[src/rtl/scan_double_pkg.sv]
// Shared definitions for the scan doubler sequencer.
// Holds the sequencer state type, the default source and output timing constants,
// the source line width, and small line-count helpers used by the sequencer.
package scan_double_pkg;

    typedef enum logic [1:0] {
        StIdle   = 2'd0,
        StSeek   = 2'd1,
        StLocked = 2'd2
    } seq_state_e;

    localparam int unsigned SRC_LINE_CLKS   = 1364;  // clocks per source line
    localparam int unsigned OUT_LINE_CLKS   = 682;   // clocks per output line
    localparam int unsigned OUT_FRAME_LINES = 524;   // output lines per frame
    localparam int unsigned SRC_WIDTH       = 256;   // source pixels per line
    localparam int unsigned CNT_W           = 10;    // hcount/vcount/read_x width

    // Line count after v, wrapping at v_last.
    function automatic logic [CNT_W-1:0] next_line(input logic [CNT_W-1:0] v,
                                                   input logic [CNT_W-1:0] v_last);
        return (v == v_last) ? '0 : v + CNT_W'(1);
    endfunction

    // Smallest even line count >= v, wrapping at the end of the frame.
    function automatic logic [CNT_W-1:0] round_up_even(input logic [CNT_W-1:0] v,
                                                       input logic [CNT_W-1:0] v_last);
        return v[0] ? next_line(v, v_last) : v;
    endfunction

endpackage

[src/rtl/video_timing_counter.sv]
// Output raster counter with synchronous load and sync/active decode.
// Ports:
//   clk, rst_n          clock, asynchronous active-low reset
//   run_i               advance hcount/vcount by one clock
//   load_i, load_v_i    force hcount=0 and vcount=load_v_i (wins over run_i)
//   hcount_o, vcount_o  current position
//   h_active_o, v_active_o, hsync_o, vsync_o  combinational decode of the position
module video_timing_counter
    import scan_double_pkg::*;
#(
    parameter int unsigned H_TOTAL      = OUT_LINE_CLKS,
    parameter int unsigned H_ACTIVE     = 512,
    parameter int unsigned H_SYNC_START = 528,
    parameter int unsigned H_SYNC_LEN   = 64,
    parameter int unsigned V_TOTAL      = OUT_FRAME_LINES,
    parameter int unsigned V_ACTIVE     = 480,
    parameter int unsigned V_SYNC_START = 490,
    parameter int unsigned V_SYNC_LEN   = 2
) (
    input  logic             clk,
    input  logic             rst_n,
    input  logic             run_i,
    input  logic             load_i,
    input  logic [CNT_W-1:0] load_v_i,
    output logic [CNT_W-1:0] hcount_o,
    output logic [CNT_W-1:0] vcount_o,
    output logic             h_active_o,
    output logic             v_active_o,
    output logic             hsync_o,
    output logic             vsync_o
);

    localparam logic [CNT_W-1:0] H_LAST = CNT_W'(H_TOTAL - 1);
    localparam logic [CNT_W-1:0] V_LAST = CNT_W'(V_TOTAL - 1);
    localparam logic [CNT_W-1:0] H_ACT  = CNT_W'(H_ACTIVE);
    localparam logic [CNT_W-1:0] V_ACT  = CNT_W'(V_ACTIVE);
    localparam logic [CNT_W-1:0] HS_BEG = CNT_W'(H_SYNC_START);
    localparam logic [CNT_W-1:0] HS_END = CNT_W'(H_SYNC_START + H_SYNC_LEN);
    localparam logic [CNT_W-1:0] VS_BEG = CNT_W'(V_SYNC_START);
    localparam logic [CNT_W-1:0] VS_END = CNT_W'(V_SYNC_START + V_SYNC_LEN);

    logic [CNT_W-1:0] hcount_q, hcount_d;
    logic [CNT_W-1:0] vcount_q, vcount_d;

    always_comb begin
        hcount_d = hcount_q;
        vcount_d = vcount_q;
        if (load_i) begin
            hcount_d = '0;
            vcount_d = load_v_i;
        end else if (run_i) begin
            if (hcount_q == H_LAST) begin
                hcount_d = '0;
                vcount_d = next_line(vcount_q, V_LAST);
            end else begin
                hcount_d = hcount_q + CNT_W'(1);
            end
        end
    end

    always_ff @(posedge clk or negedge rst_n) begin
        if (!rst_n) begin
            hcount_q <= '0;
            vcount_q <= '0;
        end else begin
            hcount_q <= hcount_d;
            vcount_q <= vcount_d;
        end
    end

    assign hcount_o   = hcount_q;
    assign vcount_o   = vcount_q;
    assign h_active_o = hcount_q < H_ACT;
    assign v_active_o = vcount_q < V_ACT;
    assign hsync_o    = (hcount_q >= HS_BEG) && (hcount_q < HS_END);
    assign vsync_o    = (vcount_q >= VS_BEG) && (vcount_q < VS_END);

endmodule

[src/rtl/scan_double_seq.sv]
// Scan doubler sequencer: locks an output raster running at twice the source line
// rate to the source line/frame pulses and drives line-buffer bank control.
// Ports:
//   clk, rst_n                     clock, asynchronous active-low reset
//   enable                         run/stop; low forces IDLE on the next clock
//   in_frame_start, in_line_start  one-clock source timing pulses
//   reset_line, reset_frame        registered copies of the source pulses
//   wr_bank, rd_bank               line-buffer halves being written / read
//   read_x                         output pixel column (0 outside the active region)
//   hsync, vsync, de               active-high video timing, aligned to buffer read data
//   locked, slip_cnt               lock status and saturating resync count
module scan_double_seq
    import scan_double_pkg::*;
#(
    parameter int unsigned H_TOTAL      = OUT_LINE_CLKS,
    parameter int unsigned H_ACTIVE     = 512,
    parameter int unsigned H_SYNC_START = 528,
    parameter int unsigned H_SYNC_LEN   = 64,
    parameter int unsigned V_TOTAL      = OUT_FRAME_LINES,
    parameter int unsigned V_ACTIVE     = 480,
    parameter int unsigned V_SYNC_START = 490,
    parameter int unsigned V_SYNC_LEN   = 2,
    parameter int unsigned PHASE_TOL    = 4
) (
    input  logic             clk,
    input  logic             rst_n,
    input  logic             enable,
    input  logic             in_frame_start,
    input  logic             in_line_start,
    output logic             reset_line,
    output logic             reset_frame,
    output logic             wr_bank,
    output logic             rd_bank,
    output logic [CNT_W-1:0] read_x,
    output logic             hsync,
    output logic             vsync,
    output logic             de,
    output logic             locked,
    output logic [7:0]       slip_cnt
);

    localparam logic [CNT_W-1:0] V_LAST  = CNT_W'(V_TOTAL - 1);
    localparam logic [CNT_W-1:0] TOL     = CNT_W'(PHASE_TOL);
    localparam logic [CNT_W-1:0] H_EARLY = CNT_W'(H_TOTAL - PHASE_TOL);

    seq_state_e       state_q, state_d;
    logic             line_q, frame_q;
    logic             wr_bank_q, wr_bank_d, rd_bank_q, rd_bank_d;
    logic [1:0]       miss_q, miss_d;
    logic [7:0]       slip_q, slip_d;
    logic [CNT_W-1:0] read_x_q, read_x_d;
    logic             act_q, act_d, hs_q, hs_d, vs_q, vs_d;
    logic             de_q, de_d, hsync_q, hsync_d, vsync_q, vsync_d;

    logic             cnt_load;
    logic [CNT_W-1:0] load_v;
    logic [CNT_W-1:0] hcount, vcount;
    logic             h_active, v_active, hsync_raw, vsync_raw;
    logic             is_locked, check, phase_ok, miss, frame_fix, out_en;
    logic [CNT_W-1:0] boundary_v;

    video_timing_counter #(
        .H_TOTAL      (H_TOTAL),
        .H_ACTIVE     (H_ACTIVE),
        .H_SYNC_START (H_SYNC_START),
        .H_SYNC_LEN   (H_SYNC_LEN),
        .V_TOTAL      (V_TOTAL),
        .V_ACTIVE     (V_ACTIVE),
        .V_SYNC_START (V_SYNC_START),
        .V_SYNC_LEN   (V_SYNC_LEN)
    ) u_timing (
        .clk        (clk),
        .rst_n      (rst_n),
        .run_i      (is_locked),
        .load_i     (cnt_load),
        .load_v_i   (load_v),
        .hcount_o   (hcount),
        .vcount_o   (vcount),
        .h_active_o (h_active),
        .v_active_o (v_active),
        .hsync_o    (hsync_raw),
        .vsync_o    (vsync_raw)
    );

    assign is_locked = (state_q == StLocked);
    assign check     = is_locked && (line_q || frame_q);
    // A source line start belongs at hcount=0 of an even output line; a pulse just
    // before the wrap of an odd line is equally close to that boundary.
    assign phase_ok  = (!vcount[0] && (hcount <= TOL)) || (vcount[0] && (hcount >= H_EARLY));
    assign miss      = check && !phase_ok;
    // Output line whose start the pulse is nearest to; a frame pulse must land on line 0.
    assign boundary_v = (hcount >= H_EARLY) ? next_line(vcount, V_LAST) : vcount;
    assign frame_fix  = is_locked && frame_q && (boundary_v != '0);

    always_comb begin
        state_d   = state_q;
        miss_d    = miss_q;
        slip_d    = slip_q;
        wr_bank_d = wr_bank_q;
        rd_bank_d = rd_bank_q;
        cnt_load  = 1'b0;
        load_v    = '0;
        unique case (state_q)
            StIdle: begin
                if (enable) state_d = StSeek;
            end
            StSeek: begin
                if (enable && in_frame_start) begin
                    state_d   = StLocked;
                    cnt_load  = 1'b1;
                    wr_bank_d = 1'b0;
                    miss_d    = '0;
                end
            end
            StLocked: begin
                // Both bank updates use the pre-toggle wr_bank when they coincide.
                if ((hcount == '0) && !vcount[0]) rd_bank_d = ~wr_bank_q;
                if (line_q) wr_bank_d = ~wr_bank_q;
                if (check) miss_d = phase_ok ? 2'd0 : miss_q + 2'd1;
                if (miss || frame_fix) begin
                    cnt_load = 1'b1;
                    load_v   = frame_q ? '0 : round_up_even(vcount, V_LAST);
                    if (slip_q != 8'hff) slip_d = slip_q + 8'd1;
                end
                if (miss && (miss_q == 2'd2)) begin
                    state_d = StSeek;
                    miss_d  = '0;
                end
            end
            default: state_d = StIdle;
        endcase
        if (!enable) state_d = StIdle;
    end

    // Outputs are gated by the next state so they drop on the same edge that leaves LOCKED.
    always_comb begin
        out_en   = is_locked && (state_d == StLocked);
        read_x_d = (out_en && h_active) ? hcount : '0;
        act_d    = out_en && h_active && v_active;
        hs_d     = out_en && hsync_raw;
        vs_d     = out_en && vsync_raw;
        // Extra stage covers the line buffer's one-cycle read latency.
        de_d     = (state_d == StLocked) && act_q;
        hsync_d  = (state_d == StLocked) && hs_q;
        vsync_d  = (state_d == StLocked) && vs_q;
    end

    always_ff @(posedge clk or negedge rst_n) begin
        if (!rst_n) begin
            state_q   <= StIdle;
            line_q    <= 1'b0;
            frame_q   <= 1'b0;
            wr_bank_q <= 1'b0;
            rd_bank_q <= 1'b0;
            miss_q    <= '0;
            slip_q    <= '0;
            read_x_q  <= '0;
            act_q     <= 1'b0;
            hs_q      <= 1'b0;
            vs_q      <= 1'b0;
            de_q      <= 1'b0;
            hsync_q   <= 1'b0;
            vsync_q   <= 1'b0;
        end else begin
            state_q   <= state_d;
            line_q    <= in_line_start;
            frame_q   <= in_frame_start;
            wr_bank_q <= wr_bank_d;
            rd_bank_q <= rd_bank_d;
            miss_q    <= miss_d;
            slip_q    <= slip_d;
            read_x_q  <= read_x_d;
            act_q     <= act_d;
            hs_q      <= hs_d;
            vs_q      <= vs_d;
            de_q      <= de_d;
            hsync_q   <= hsync_d;
            vsync_q   <= vsync_d;
        end
    end

    assign reset_line  = line_q;
    assign reset_frame = frame_q;
    assign wr_bank     = wr_bank_q;
    assign rd_bank     = rd_bank_q;
    assign read_x      = read_x_q;
    assign hsync       = hsync_q;
    assign vsync       = vsync_q;
    assign de          = de_q;
    assign locked      = is_locked;
    assign slip_cnt    = slip_q;

endmodule

[config.mk]
export PLATFORM = sky130hd
export DESIGN_NAME = scan_double_seq
export DESIGN_NICKNAME = d
export VERILOG_FILES = /design/src/rtl/scan_double_pkg.sv /design/src/rtl/video_timing_counter.sv /design/src/rtl/scan_double_seq.sv
export SDC_FILE = /design/constraint.sdc
export NUM_CORES = 1
export LEC_CHECK = 0
export BUFFER_PORTS_ARGS = -buffer_cell sky130_fd_sc_hd__buf_2
export CAP_MARGIN = 10
export CORE_UTILIZATION = 40
export DETAILED_ROUTE_END_ITERATION = 10
export GPL_ROUTABILITY_DRIVEN = 0
export GPL_TIMING_DRIVEN = 0
export PLACE_DENSITY = 0.62
export SLEW_MARGIN = 25
export SYNTH_ARGS = -nofsm -noshare
export SYNTH_HDL_FRONTEND = slang
export SYNTH_HIERARCHICAL = 1
export SYNTH_SLANG_ARGS = --single-unit
[constraint.sdc]
create_clock -name clk -period 3.6 [get_ports clk]
set_input_delay 0 -clock clk [delete_from_list [all_inputs] [get_ports clk]]
set_output_delay 0 -clock clk [all_outputs]
set_load 0.005 [all_outputs]
== Word level (Yosys, flattened, before mapping) ==
Index checks and enable logic that the tools add are counted.
Storage, ports and cells
  register bits: 52
  input bits: 5
Operators by class
  multiplexer cells: 28
  reductions and logical operators: 36
  order comparisons: 8
  bitwise operators: 1
  add/sub/neg operators: 4
  equality and inequality tests: 11
Operator list (number)
  $mux W10: 13
  $add A10 B1 Y10 const B: 2
  $eq A10 B10 Y1 const B: 2
  $ge A10 B10 Y1 const B: 2
  $lt A10 B10 Y1 const B: 2
  $lt A10 B9 Y1 const B: 2
  $logic_and A1 B1 Y1: 19
  $mux W2: 7
  $reduce_and A3 Y1: 4
  $ge A10 B9 Y1 const B: 1
  $le A10 B3 Y1 const B: 1
  $logic_not A10 Y1: 1
  $reduce_bool A10 Y1: 1
  $add A8 B1 Y8 const B: 1
  $ne A8 B8 Y1 const B: 1
  $eq A2 B2 Y1 const B: 3
  $pmux W2 S3: 1
  $reduce_bool A2 Y1: 3
  $ne A5 B4 Y1 const B: 1
  $mux W1: 4
  $ne A2 B2 Y1 const B: 2
  $pmux W1 S2: 2
  $pmux W2 S2: 1
  $reduce_and A2 Y1: 2
  other kinds (7): 10

== Longest topological paths before layout ==
Gate-level depths: netlist (run 1).
  depth after elaboration: 13
  gate-level depth with buffers: 12
  mapped depth without buffers: 12

== By module ==
Netlist (run 1), hierarchy kept.
By module, submodules not included
  scan_double_seq: cells each 209, area an instance 1988.2 µm², sequential area each 800.8 µm², instances 1
  video_timing_counter: cells each 142, area an instance 1311.3 µm², sequential area each 500.5 µm², instances 1

== Worst setup path before layout (run 1) ==
Ideal clock, no wire load.
  path type: register to register
  start: reg u_timing.vcount_q[1], in the netlist u_timing/vcount_o[1]
  end: reg u_timing.vcount_q[5], in the netlist u_timing/vcount_o[5]
  stages on the path, launching flop included: 10
  required time: 3531 ps
  arrival: 2924 ps
  slack: 606 ps
  buffers on the path: 0
  path through: dfrtp_1 > ha_1 > or4_4 > o211ai_2 > a31oi_2 > or3_4 > a32oi_1 > nor2b_1 > or4_2 > nand3_1
Between the ends
  cells in the longest elaborated chain, start to end: 10
  elaborated cells between the ends (all ways): 20
  those cells by class: add/sub (1); eq/ne (2); mux (11); reduce/logical (6)
RTL lines
  from (decl): RTL line video_timing_counter.sv:43  | logic [CNT_W-1:0] vcount_q, vcount_d;
  from (signal assigned): RTL line video_timing_counter.sv:67  | vcount_q <= vcount_d;
  $add A10 B1 Y10 or $eq A10 B10 Y1 (tied branches): RTL line scan_double_pkg.sv:21  | return (v == v_last) ? '0 : v + CNT_W'(1);
  $mux W10: RTL line scan_double_pkg.sv:21
  $mux W10 (*): RTL line scan_double_seq.sv:92  | assign boundary_v = (hcount >= H_EARLY) ? next_line(vcount, V_LAST) : vcount;
  $reduce_bool A10 Y1 (*): RTL line scan_double_seq.sv:93  | assign frame_fix = is_locked && frame_q && (boundary_v != '0);
  $logic_and A1 B1 Y1 (*): RTL line scan_double_seq.sv:93
  $logic_or A1 B1 Y1 (*): RTL line scan_double_seq.sv:120  | if (miss || frame_fix) begin
  $mux W1 (*): RTL line scan_double_seq.sv:120
  $pmux W1 S2 (*): RTL line scan_double_seq.sv:103  | unique case (state_q)
  named net cnt_load: RTL line scan_double_seq.sv:55  | logic cnt_load;
  $ne A5 B4 Y1 (no line) or $reduce_bool A2 Y1 (tied branches)
  $reduce_and A3 Y1 (no line)
The timed path passes the listed nets; every way through them passes the cells marked *. The select of a mux whose other input is x is not followed.
A chain may end at the register's enable or synchronous reset.

== Worst setup path after layout (run 1) ==
  start: reg u_timing.vcount_q[1], in the netlist u_timing/vcount_o[1]
  end: reg u_timing.hcount_q[9], in the netlist u_timing/hcount_o[9]
Between the ends
  cells in the longest elaborated chain, start to end: 9
  elaborated cells between the ends (all ways): 11
  those cells by class: add/sub (1); eq/ne (1); mux (5); reduce/logical (4)
RTL lines
  $add A10 B1 Y10 or $eq A10 B10 Y1 (tied branches): RTL line scan_double_pkg.sv:21
  $mux W10: RTL line scan_double_pkg.sv:21
  $mux W10 (*): RTL line scan_double_seq.sv:92
  $reduce_bool A10 Y1 (*): RTL line scan_double_seq.sv:93
  $logic_and A1 B1 Y1 (*): RTL line scan_double_seq.sv:93
  $logic_or A1 B1 Y1 (*): RTL line scan_double_seq.sv:120
  $mux W1 (*): RTL line scan_double_seq.sv:120
  $pmux W1 S2 (*): RTL line scan_double_seq.sv:103
  named net cnt_load: RTL line scan_double_seq.sv:55
  $mux W10 or $reduce_bool A2 Y1 (tied branches)
  to (signal assigned): RTL line video_timing_counter.sv:66  | hcount_q <= hcount_d;
  to (decl): RTL line video_timing_counter.sv:42  | logic [CNT_W-1:0] hcount_q, hcount_d;
The timed path passes the listed nets; every way through them passes the cells marked *.

==> results of run 1 <==
[per-layer routing]
metal / wire [um] / vias to the layer above
li1: - / 1369
met5: 0 / -
met2: 3628 / 64
met1: 3643 / 1322
met3: 330 / 9
met4: 94 / 0
[power by group through the flow]
stage                     registers, mW  logic [mW]  clock network, mW
after global placement            0.837       0.579                  0
after floorplan                   0.787       0.470                  0
after detailed placement          0.840       0.593                  0
final                             0.834       0.604              0.347
after CTS                         0.828       0.601              0.366
after global routing              0.861       0.675              0.384
[layout make-up]
cell class | instances | area, um2
clock buffer | 5 | 68.82
clock inverter | 3 | 22.52
fill | 784 | 4130
tap | 102 | 127.6
buffer | 16 | 97.59
inverter | 13 | 48.80
sequential | 52 | 1303
multi-input combinational | 270 | 1857
timing repair buffer | 34 | 192.7
[cell usage after synthesis, types with 3 or more instances]
master	number
a21oi_1	11
o31ai_1	6
nor2b_1	4
and3_1	16
nand2b_1	3
xor2_1	10
dfrtp_1	52
inv_1	13
mux2i_1	4
nor3_1	15
buf_2	3
xnor2_1	9
nand2_1	34
buf_4	3
nor3b_1	3
or4_1	4
a31oi_1	7
nor4b_1	3
a21boi_0	3
ha_1	11
nand3_1	13
nand4_1	7
or4_4	3
o21ai_0	4
nor4_1	3
clkbuf_1	6
and2_1	8
nor2_1	31
and4_1	3
[stage by stage]
step           hold WS, ps  util, %  cells
3_3_place_gp         110.6    45.58    483
4_1_cts              290.7    47.29    495
2_1_floorplan       -295.6        -    351
6_report             262.3    47.37    495
5_1_grt              323.7    47.37    495
3_5_place_dp         88.28    45.62    483
[path summary, 6_finish.rpt]
kind,from,endpoint,slack [ps],cells after the start
setup / recovery,u_timing/vcount_o[1],u_timing/hcount_o[9],320,11
hold / removal,rst_n,slip_cnt[4],260,2
setup reg to reg,u_timing/vcount_o[1],u_timing/hcount_o[9],320,11
hold reg to reg,vs_q,vsync,460,1
max in group asynchronous,rst_n,u_timing/vcount_o[1],2860,2
min in group clk,in_line_start,reset_line,330,2
[critical path, stage by stage (launching register included)]
cell	delay (ps)
dfrtp_2	510
ha_1	370
or4_4	530
o211ai_2	90
a31oi_2	140
or3_4	420
a32oi_1	210
nor2b_2	120
o2111ai_1	410
nor3_1	120
xnor2_1	140
nor3_1	130
[cells in the final DEF, fill, tap and decap left out, types with 4 or more instances in the layout]
| cell type | Yosys | final |
|---|---|---|
| dfrtp_1 | 52 | 51 |
| nand2_1 | 34 | 34 |
| buf_2 | 3 | 32 |
| nor2_1 | 31 | 31 |
| and3_1 | 16 | 16 |
| nor3_1 | 15 | 15 |
| inv_1 | 13 | 13 |
| nand3_1 | 13 | 13 |
| a21oi_1 | 11 | 11 |
| ha_1 | 11 | 11 |
| xor2_1 | 10 | 10 |
| xnor2_1 | 9 | 9 |
| and2_1 | 8 | 8 |
| nand4_1 | 7 | 7 |
| a31oi_1 | 7 | 7 |
| o31ai_1 | 6 | 6 |
| clkbuf_8 | 1 | 6 |
| clkbuf_1 | 6 | 4 |
| clkbuf_2 | 2 | 4 |
| o21ai_0 | 4 | 4 |
| mux2i_1 | 4 | 4 |
| buf_4 | 3 | 4 |
| or4_1 | 4 | 4 |
| dlygate4sd3_1 | 0 | 4 |
[registers in the layout, summed over array words and instances (netlist names)]
signal / count
act_q: 1
de: 1
hs_q: 1
hsync: 1
miss_q: 2
rd_bank: 1
read_x: 10
reset_frame: 1
reset_line: 1
slip_cnt: 8
state_q: 2
u_timing/hcount_o: 10
u_timing/vcount_o: 10
vs_q: 1
vsync: 1
wr_bank: 1
[kinds of logic (layout without fill, tap and decap cells)]
logic type                 after synthesis  count (layout)
DFF                                     52              52
muxes                                    6               6
adders and majority gates               11              11
and+or+nand+nor                        169             169
xor gates and xnor gates                19              19
other                                    1               1
AOI/OAI and AO/OA                       64              64
buffers and inverters                   29              71
[timing repair]
item	in CTS	in global routing
hold endpoints to repair	55	0
gates resized for setup	0	6
endpoints found under the setup margin	0	14
hold buffers	4	0
==> out/results.txt, run 1 <==
Initial DRC count = 164
Number of setup violations in the final report = 0
Least-Margin Pin Slew = 678.4 ps
Area delta synth->final = 12.67%
Combinational group share of total power = 33.8%
Nets@finish = 408
Clock transition at path regs = 100 ps
Final TNS setup = 0 ps
Port-buffer cells = 30
WS Path Type = reg -> reg
Root Driver = clkbuf_8
Top post-synthesis cells by area = dfrtp_1, ha_1, nand2_1
Adder-cell share of the synthesized area = 4.171%
Largest net degree at the start of global routing = 53
Clk_lat worst skew = 310 ps
Final Cycle Share = 91.08%
Compound-Gate Fraction of Synth Area = 15.59%
Core footprint = 7848 um2
Post-CTS Setup Repair Bufs = 0
Die area = 8616 um2
Slew Limit Headroom = 54.77%
Maxcap violations = 0
LEAKAGE = 1.687 nW
Post-synthesis simple-gate area fraction = 29.39%
DP Area = 3580 um2
Synth Cell Area = 3299 um2
Met1 Usage GRT = 26.68%
Drt total wl = 7696 um
Layout Skew = 8.524 ps
GRT Total Usage = 19.17%
H-tree levels = 2
Fraction of layout cells with a size suffix above 1 = 19.59%
Int Power = 1.066 mW
ANT nets after route = 0
Ys Warns = 6
Unrepaired setup endpoints after global routing = false
Status = finished, final reports clean
WP data arrival = 3510 ps
Finished Cell Area = 3717 um2
Num CTS Buffers = 5
Share of the synthesized area in the top cell type = 39.44%
Seq cells post-synth = 52
Post-synthesis xor/xnor area fraction = 5.044%
Starting Density = 42.04%
Max clock buf depth = 2
Syn Nets = 367
Met3 global-route usage = 2.791%
Vias in the first global route = 2624
N_diodes = 0
Clock network power share = 19.5%
Fin worst setup slack = 321.2 ps
Pre-CTS setup slack = 52.33 ps
Synthesized area per cell = 9.400 um2
Synthesized instance count = 351
Grt met2 use = 31.19%
Ys flop type = dfrtp_1
Die span in y = 92.82 um
Residual DRC count = 0
Largest family of logic cells by synthesized area = simple AND/OR/NAND/NOR gates
GRT overflow = 0
Via density = 5.584
Hold WC Path Type = in -> async
Die width = 92.82 um
Async SR Flop Fraction = 100.0%
Required @ worst endpoint = 3830 ps
Sw Ratio = 40.28%
Startpoint types = flop
DR WL/cell = 15.55 um
Clk sinks = 52
F_max = 305.0 MHz
P_sw = 719.4 uW
Area leader, netlist = dfrtp_1
Max FO, Critical Path = 13
DRT Pass-1 Iters = 4
HPWL after detailed placement = 5391 um
First-pass GRT wire length = 13250 um
Num rows = 32
Final Power = 1.786 mW
Seq pwr share = 46.7%
Final Hold Viols = 0
Fin. max-slew vios = 0
Seq/Total Area, Yosys = 39.44%
Initial antenna violation count = 0
Via Count = 2764
Distinct cell type count after synthesis = 74
Tmin final = 3279 ps
IO Pins = 31
Worst ir drop on vdd = 222.1 uV
Post-synth EDFFs = 0
TritonCTS clock tree = done
Post-synthesis mux area share = 1.896%
CP Capture Type = flop
Power per cell area = 480.4 nW/um2
GR peak layer = met2
Note: power is estimated with default switching activity, not from simulation.
==> run 2, diff against run 1 <==
==> constraint.sdc (replaced) <==
create_clock -name clk -period 3.6 [get_ports clk]
set_input_delay 0.18 -clock clk [delete_from_list [all_inputs] [get_ports clk]]
set_output_delay 0.18 -clock clk [all_outputs]
set_load 0.005 [all_outputs]
==> out/results.txt, run 2 (same netlist as run 1, synthesis figures left out) <==
Num rows = 32 (unchanged)
Required @ worst endpoint = 3830 ps (about the same)
P_sw = 718.9 uW (about the same)
Multi-input gate area = 1857 um2 (unchanged)
Final Power = 1.784 mW (-0.10%)
ANT nets after route = 0 (unchanged)
Number of cells on the critical path = 11 (unchanged)
Layout Skew = 6.582 ps (-1.943 ps)
Fin. max-slew vios = 0 (unchanged)
Final hold slack = 22.60 ps (-239.7 ps)
Final Cycle Share = 91.68% (+0.60 points)
Seq pwr share = 46.8% (about the same)
Root Driver = clkbuf_8
Initial antenna violation count = 0 (unchanged)
Starting Density = 42.04% (unchanged)
Die width = 92.82 um (unchanged)
Unrepaired setup endpoints after global routing = false
CP bufs+invs = 0 (unchanged)
Clock transition at path regs = 100 ps (about the same)
Hold WC Path Type = in -> reg
DRT Pass-1 Iters = 4 (unchanged)
R2R setup slack = 300 ps (-20 ps)
DR WL/cell = 15.47 um (-0.48%)
Die span in y = 92.82 um (unchanged)
Crit path max-delay cell type = or4_4
Final TNS setup = 0 ps (unchanged)
Port-buffer cells = 30 (unchanged)
Core footprint = 7848 um2 (unchanged)
Initial DRC count = 129 (-21%)
N_diodes = 0 (unchanged)
Clk_lat worst skew = 310 ps (about the same)
GRT overflow = 0 (unchanged)
Clock network power share = 19.5% (about the same)
Area delta synth->final = 12.06%
Vias in the first global route = 2636 (+0.46%)
Via Count = 2759 (-0.18%)
Flip-flop and latch area = 1303 um2 (unchanged)
Status = finished, final reports clean
Power per cell area = 482.5 nW/um2 (+0.44%)
Slew Limit Headroom = 55.59% (+0.81 points)
Num CTS Buffers = 5 (unchanged)
LEAKAGE = 1.679 nW (-0.49%)
GRT Total Usage = 19.11% (-0.052 points)
F_max = 303.0 MHz (-0.66%)
Critical R2R Launch = u_timing/vcount_o[1]
Fraction of layout cells with a size suffix above 1 = 19.69% (+0.10 points)
H-tree levels = 2 (unchanged)
Int Power = 1.065 mW (-0.13%)
Sw Ratio = 40.30% (about the same)
Residual DRC count = 0 (unchanged)
Max clock buf depth = 2 (unchanged)
First-pass GRT wire length = 13230 um (-0.20%)
Most frequent cells in the layout = dfrtp_1, nand2_1, buf_2, nor2_1, and3_1
Most frequent cell on the critical path = nor3_1
WP data arrival = 3530 ps (+20 ps)
Critical R2R Capture = u_timing/hcount_o[9]
Combinational group share of total power = 33.7% (about the same)
Crit-path max cell delay = 530 ps (about the same)
Nets@finish = 406 (-0.49%)
CP Capture Type = flop
Final Hold Viols = 0 (unchanged)
Critical Path End = u_timing/hcount_o[9]
Number of setup violations in the final report = 0 (unchanged)
Commonest non-fill, non-tap cell in the layout = dfrtp_1
WS Path Type = reg -> reg
TritonCTS clock tree = done
Startpoint types = flop
Die area = 8616 um2 (unchanged)
Least-Margin Pin Slew = 666.2 ps (-12.20 ps)
Worst ir drop on vdd = 221.5 uV (-0.28%)
Cell family with most CP delay = simple AND/OR/NAND/NOR gates
Crit-path cells = ha_1 > or4_4 > o211ai_2 > a31oi_2 > or3_4 > a32oi_1 > nor2b_2 > o2111ai_1 > nor3_1 > xnor2_1 > nor3_1
# fillers = 787 (+0.38%)
HPWL after detailed placement = 5391 um (unchanged)
Via density = 5.596 (+0.22%)
Maxcap violations = 0 (unchanged)
Tmin final = 3301 ps (+21.74 ps)
Clk sinks = 52 (unchanged)
Drt total wl = 7628 um (-0.88%)
Largest net degree at the start of global routing = 53 (unchanged)
Critical Path Start = u_timing/vcount_o[1]
Max FO, Critical Path = 13 (unchanged)
Reg2Reg Depth = 11 (unchanged)
IO Pins = 31 (unchanged)
-- run 2: changes by cell type in the layout (fill, tap and decap cells not counted), sizes merged --
cell,previous run,this run
dlygate4sd3,4,2
-- run 2: metal layers --
metal  track usage (%)  share of wire [%]  vias up
met3             2.791                4.5        5
met5                 0                  0        -
met2             31.07                 48       66
li1                  -                  -     1360
met4             4.744               0.94        0
met1             26.57                 47     1328
-- run 2: layout make-up --
cell class,instances,area share (%)
tap,102,3.452
buffer,16,2.640
timing repair buffer,32,4.670
multi-input combinational,270,50.22
inverter,13,1.320
clock buffer,5,1.861
clock inverter,3,0.6091
sequential,52,35.23
-- run 2: power by group through the flow --
stage | logic (mW) | registers, mW | clock network [mW]
final | 0.601 | 0.835 | 0.348
after global routing | 0.673 | 0.861 | 0.384
after CTS | 0.599 | 0.828 | 0.366
after detailed placement | 0.593 | 0.840 | 0
after global placement | 0.579 | 0.837 | 0
after floorplan | 0.470 | 0.787 | 0
-- run 2: per-stage QoR --
step           util (%)  instances  area (um2)  setup WS (ps)
2_1_floorplan         -        351        3299          606.3
3_3_place_gp      45.58        483        3577          27.41
3_5_place_dp      45.62        483        3580          52.33
4_1_cts           47.03        493        3691          23.01
5_1_grt           47.11        493        3697          89.97
6_report          47.11        493        3697          299.4
-- run 2: worst min path at each step --
stage | endpoint | slack (ps) | cells after the start | from
2_1_floorplan | act_q | -120 | 0 | rst_n
3_3_place_gp | reset_line | 290 | 1 | in_line_start
3_5_place_dp | slip_cnt[4] | 270 | 1 | rst_n
4_1_cts | reset_frame | 10 | 1 | in_frame_start
5_1_grt | reset_frame | 10 | 1 | in_frame_start
6_report | reset_frame | 20 | 1 | in_frame_start
-- run 2: repair_timing --
| action | 4_1_cts | 5_1_grt |
|---|---|---|
| resized for setup | 0 | 6 |
| hold buffers | 2 | 0 |
| setup endpoints to repair | 0 | 14 |
| setup buffers | 0 | 0 |
| endpoints found under the hold margin | 53 | 0 |
